--- src/rtl/hh_packet_source.sv ---
// rtl/hh_packet_source.sv - Backscatter packet serializer for the HitchHike tag datapath
//
// Builds one frame per start: PREAMBLE_REPS copies of the preamble byte, the
// loaded payload (top byte first, each byte repeated BYTE_REPS times, MSB
// first), then TAIL_BITS zeros. Each bit is held for BIT_PERIOD clocks.
//
// Ports:
//   clock        clock, all logic on posedge
//   reset        synchronous active-high reset (clears payload too)
//   enable       0 forces IDLE without a done pulse; payload retained
//   continuous   1 restarts the frame from DONE while enable=1
//   start        frame request, honoured only in IDLE
//   load_valid   payload load request, accepted when load_ready=1
//   load_data    payload, byte [top] sent first
//   load_ready   1 iff in IDLE
//   output_data  registered serial bit to the modulator
//   bit_strobe   one-clock pulse when a new bit is registered
//   busy         1 while a frame is being sent
//   done         one-clock pulse on frame completion
module hh_packet_source #(
    parameter int         PAYLOAD_BYTES = 4,
    parameter int         BIT_PERIOD    = 50,
    parameter logic [7:0] PREAMBLE      = 8'b10010010,
    parameter int         PREAMBLE_REPS = 6,
    parameter int         BYTE_REPS     = 3,
    parameter int         TAIL_BITS     = 24
) (
    input  logic                       clock,
    input  logic                       reset,
    input  logic                       enable,
    input  logic                       continuous,
    input  logic                       start,
    input  logic                       load_valid,
    input  logic [8*PAYLOAD_BYTES-1:0] load_data,
    output logic                       load_ready,
    output logic                       output_data,
    output logic                       bit_strobe,
    output logic                       busy,
    output logic                       done
);

    localparam logic [2:0] ST_IDLE = 3'd0;
    localparam logic [2:0] ST_PRE  = 3'd1;
    localparam logic [2:0] ST_PAY  = 3'd2;
    localparam logic [2:0] ST_TAIL = 3'd3;
    localparam logic [2:0] ST_DONE = 3'd4;

    localparam int BC_W = $clog2(BIT_PERIOD);
    localparam int MAXR = (PREAMBLE_REPS > BYTE_REPS) ? PREAMBLE_REPS : BYTE_REPS;
    localparam int RW   = (MAXR > 1) ? $clog2(MAXR) : 1;
    localparam int BW   = (PAYLOAD_BYTES > 1) ? $clog2(PAYLOAD_BYTES) : 1;
    localparam int TW   = (TAIL_BITS > 1) ? $clog2(TAIL_BITS) : 1;
    localparam int PIW  = $clog2(8 * PAYLOAD_BYTES);

    localparam logic [7:0] PRE_B = PREAMBLE;

    logic [2:0]                 state;
    logic [BC_W-1:0]            bit_cnt;
    logic [2:0]                 bit_pos;
    logic [RW-1:0]              rep;
    logic [BW-1:0]              byte_idx;
    logic [TW-1:0]              tail_cnt;
    logic [8*PAYLOAD_BYTES-1:0] payload;

    logic [2:0]      n_state;
    logic [2:0]      n_bit;
    logic [RW-1:0]   n_rep;
    logic [BW-1:0]   n_byte;
    logic [TW-1:0]   n_tail;
    logic            n_data;
    logic [PIW-1:0]  pidx;
    logic            launch;
    logic            wrap;

    assign load_ready = (state == ST_IDLE);
    assign wrap       = (bit_cnt == BC_W'(BIT_PERIOD - 1));
    // A frame starts from IDLE on start, or straight out of DONE in continuous mode.
    assign launch     = enable && (((state == ST_IDLE) && start) ||
                                   ((state == ST_DONE) && continuous));

    // Frame position after the current bit period ends, and the bit it selects.
    always_comb begin
        n_state = state;
        n_bit   = bit_pos;
        n_rep   = rep;
        n_byte  = byte_idx;
        n_tail  = tail_cnt;
        n_data  = 1'b0;
        pidx    = '0;
        case (state)
            ST_PRE: begin
                if (bit_pos != 3'd7) begin
                    n_bit = bit_pos + 1'b1;
                end else begin
                    n_bit = 3'd0;
                    if (rep != RW'(PREAMBLE_REPS - 1)) begin
                        n_rep = rep + 1'b1;
                    end else begin
                        n_rep   = '0;
                        n_byte  = '0;
                        n_state = ST_PAY;
                    end
                end
            end
            ST_PAY: begin
                if (bit_pos != 3'd7) begin
                    n_bit = bit_pos + 1'b1;
                end else begin
                    n_bit = 3'd0;
                    if (rep != RW'(BYTE_REPS - 1)) begin
                        n_rep = rep + 1'b1;
                    end else begin
                        n_rep = '0;
                        if (byte_idx != BW'(PAYLOAD_BYTES - 1)) begin
                            n_byte = byte_idx + 1'b1;
                        end else begin
                            n_byte  = '0;
                            n_state = (TAIL_BITS > 0) ? ST_TAIL : ST_DONE;
                        end
                    end
                end
            end
            ST_TAIL: begin
                if (tail_cnt != TW'(TAIL_BITS - 1)) begin
                    n_tail = tail_cnt + 1'b1;
                end else begin
                    n_tail  = '0;
                    n_state = ST_DONE;
                end
            end
            default: ;
        endcase
        pidx = PIW'(8 * (PAYLOAD_BYTES - 1 - int'(n_byte)) + 7 - int'(n_bit));
        case (n_state)
            ST_PRE:  n_data = PRE_B[3'd7 - n_bit];
            ST_PAY:  n_data = payload[pidx];
            default: n_data = 1'b0;
        endcase
    end

    always_ff @(posedge clock) begin
        if (reset) begin
            state       <= ST_IDLE;
            bit_cnt     <= '0;
            bit_pos     <= '0;
            rep         <= '0;
            byte_idx    <= '0;
            tail_cnt    <= '0;
            payload     <= '0;
            output_data <= 1'b0;
            bit_strobe  <= 1'b0;
            busy        <= 1'b0;
            done        <= 1'b0;
        end else begin
            // Loading is independent of enable; a same-edge start sees the new payload.
            if (load_valid && load_ready) begin
                payload <= load_data;
            end
            if (!enable) begin
                state       <= ST_IDLE;
                bit_cnt     <= '0;
                bit_pos     <= '0;
                rep         <= '0;
                byte_idx    <= '0;
                tail_cnt    <= '0;
                output_data <= 1'b0;
                bit_strobe  <= 1'b0;
                busy        <= 1'b0;
                done        <= 1'b0;
            end else if (launch) begin
                state       <= ST_PRE;
                bit_cnt     <= '0;
                bit_pos     <= '0;
                rep         <= '0;
                byte_idx    <= '0;
                tail_cnt    <= '0;
                output_data <= PRE_B[7];
                bit_strobe  <= 1'b1;
                busy        <= 1'b1;
                done        <= 1'b0;
            end else begin
                case (state)
                    ST_PRE, ST_PAY, ST_TAIL: begin
                        if (wrap) begin
                            bit_cnt  <= '0;
                            state    <= n_state;
                            bit_pos  <= n_bit;
                            rep      <= n_rep;
                            byte_idx <= n_byte;
                            tail_cnt <= n_tail;
                            if (n_state == ST_DONE) begin
                                output_data <= 1'b0;
                                bit_strobe  <= 1'b0;
                                busy        <= 1'b0;
                                done        <= 1'b1;
                            end else begin
                                output_data <= n_data;
                                bit_strobe  <= 1'b1;
                            end
                        end else begin
                            bit_cnt    <= bit_cnt + 1'b1;
                            bit_strobe <= 1'b0;
                        end
                    end
                    ST_DONE: begin
                        state <= ST_IDLE;
                        done  <= 1'b0;
                    end
                    default: begin
                        bit_strobe <= 1'b0;
                        done       <= 1'b0;
                    end
                endcase
            end
        end
    end

endmodule

--- config.mk ---
export PLATFORM = sky130hd
export DESIGN_NAME = hh_packet_source
export DESIGN_NICKNAME = d
export VERILOG_FILES = /design/src/rtl/hh_packet_source.sv
export SDC_FILE = /design/constraint.sdc
export NUM_CORES = 1
export LEC_CHECK = 0
export ABC_AREA = 1
export ABC_CLOCK_PERIOD_IN_PS = 2300
export CAP_MARGIN = 30
export CORE_MARGIN = 5
export CORE_UTILIZATION = 35
export CTS_CLUSTER_SIZE = 20
export DETAILED_ROUTE_END_ITERATION = 12
export SLEW_MARGIN = 20
export SYNTH_ARGS = -nofsm -noshare
export SYNTH_HDL_FRONTEND = slang
export SYNTH_SLANG_ARGS = --single-unit
--- constraint.sdc ---
create_clock -name clock -period 2.3 [get_ports clock]
set_input_delay 0.46 -clock clock [delete_from_list [all_inputs] [get_ports clock]]
set_output_delay 0.46 -clock clock [all_outputs]
set_load 0.1 [all_outputs]
==> results.cfg <==
[critical_path]
path_class = flip-flop to output pin
crit_fanout = 20
worstSetupEndpointType = output pin
critPathArrivalTime_ps = 1650
required_ps = 1840
cp-start-kind = flip-flop

[sta]
fmax_mhz = 473
slew_headroom_pct = 74.1
slew_violations = 0
final-hold-violation-count = 0
fin_crit_sh_pct = 91.9
tightest_slew_ps = 387
finClkSkew_ps = 10.7
rsz0062_at_grt = false
setup_tns_ps = 0
period_minus_slack_ps = 2110
finalSetupViolCount = 0

[logic_synthesis]
syn-num-nets = 473
synth_cells = 427
async_flop_share_pct = 0
synth-seq-area-share_pct = 38.9
ys.warnings.count = 0
synth_area_um2 = 2990
avgSynthCellArea_um2 = 6.99
yosysUniqueCellTypes = 33
synth_ff_type = dfxtp_1
synth_edf_count = 0
ys_ff_latch = 58

[layout]
final_common_cell = nand2_1
synthToLayoutAreaGrowth_pct = 24.6
nets = 518
fin_cells = 582
final_cell_mix = nand2_1, nand3_1, dfxtp_1
antenna_cells = 0
drive_gt1_share_pct = 12.2

[power_and_ir_drop]
p_leak_nw = 1.44
peakVddDrop_uv = 243
power.density_nw_per_um2 = 574

[floorplanning]
num_rows = 33
core_um2 = 8260
start_util_pct = 36.2
pin_count = 43
dieWidth_um = 102
dieArea_um2 = 10500
die_height_um = 102

[drt]
wl_met3_um = 232
vias = 2885
dr.max_layer_used = met4
drt-total-wl_mm = 7.34
drt-met1-wl_mm = 3.61
routedWlPerCell_um = 12.6
vias_per_cell = 4.96
first_iter_violations = 134
drc = 0
postRouteAntennaNets = 0
first_pass_iters = 4
dr_wl_met2_mm = 3.42

[cts]
clock_sinks = 58
clockRootBuffer = clkbuf_8
holdBufCountCts = 0
cts_buffers = 9
clk_latency_ps = 330
clockBufferDepth = 2
clk_pin_slew_ps = 60
cts_tree = yes
cts_max_level = 3

[place]
numPortBuffers = 42
post-dp-hpwl_mm = 5.47
place.gp.congestion = 0.824
place_inst = 566

[outcome]
status = completed

[global_route]
grt.overflow.total = 0
grt_antenna_before_repair = 0
grt_first_pass_wirelength_mm = 12.7
grt_pass1_vias = 2816
grtUsageTotal_pct = 15.1
grt_max_degree = 33

[job]
drv_cap = 0

[worst_hold_path]
min_path_type = flip-flop to flip-flop
-- flip-flops by register name, indices dropped and copies added, names as in the netlist --
register	cells
payload	32
tail_cnt	5
busy	1
rep	3
bit_pos	3
done	1
byte_idx	2
bit_cnt	6
bit_strobe	1
output_data	1
state	3
-- critical path: stages, from the launching register on --
cell and delay (ps):
dfxtp_1 400, inv_2 110, nand2_1 110, nand2_4 110
nor2_4 110, buf_4 250, buf_12 210
-- cells in the mapped netlist (2+ instances only) --
cell	number	area, um^2
o22ai_1	4	25.0
a22oi_1	2	15.0
a21oi_1	46	230
xor2_1	2	17.5
buf_2	3	15.0
nor3_1	7	35.0
dfxtp_1	58	1160
inv_1	38	143
o21ai_1	3	15.0
nand3_2	5	50.1
and3_1	3	18.8
o21ai_0	11	55.1
a211oi_1	7	52.6
buf_6	2	22.5
nand2_1	101	379
nor2_1	19	71.3
ha_1	8	100
nand2_4	3	33.8
clkbuf_1	12	45.0
nor3_2	2	20.0
inv_2	6	22.5
nand2_2	3	18.8
nand3_1	70	350
nand4_1	2	12.5
a31oi_1	2	12.5
-- report_power, final --
group / switching [mW] / leakage [nW] / internal [mW]
combinational: 0.136 / 0.883 / 0.119
sequential: 0.0201 / 0.474 / 1.04
clock: 0.406 / 0.0851 / 0.414
-- logic make-up (layout without fill, tap and decap cells) --
group / after synthesis / count (layout) / synth area share, %
XOR/XNOR: 2 / 2 / 0.587
flip-flops: 58 / 58 / 38.9
buffers and inverters: 62 / 112 / 8.42
adder cells (fa/ha/maj): 8 / 8 / 3.35
AND/OR/NAND/NOR: 217 / 217 / 33.7
AO/OA/AOI/OAI: 80 / 80 / 15.0
-- through the flow --
step	hold slack (ps)	cell area (um^2)	worst slack, ps	total power, mW	utilization (%)
final	464	3720	186	2.14	45.1
after CTS	464	3700	122	2.15	44.8
after global placement	451	3530	150	1.33	42.7
after detailed placement	455	3530	134	1.34	42.7
after global routing	483	3720	16.6	2.25	45.1
after floorplan	441	2990	55.5	1.23	-
-- final timing paths --
path | start | to | slack [ps] | depth (start not counted)
max | state[2] | load_ready | 190 | 6
min | payload[31] | payload[31] | 460 | 2
max reg2reg | bit_pos[0] | output_data | 220 | 16
min reg2reg | payload[31] | payload[31] | 460 | 2
-- cell type report --
cell class | count | area [um^2]
repair buffers | 52 | 495
fillers | 869 | 4540
clock inverters | 5 | 30.0
multi-input cells | 307 | 1600
clock buffers | 11 | 141
well taps | 105 | 131
flip-flops and latches | 58 | 1160
inverters | 44 | 165
-- layer usage --
metal | vias to the layer above | global-route usage, %
met5 | - | 0
met4 | 0 | 4.54
met3 | 8 | 4.10
met2 | 40 | 24.1
met1 | 1318 | 20.0
li1 | 1519 | -
-- what timing repair did --
| item | in CTS | in global routing |
|---|---|---|
| buffers inserted | 0 | 0 |
| endpoints found under the setup margin | 0 | 1 |
| gates resized for setup | 0 | 7 |
Note: power is estimated with default switching activity, not from simulation.
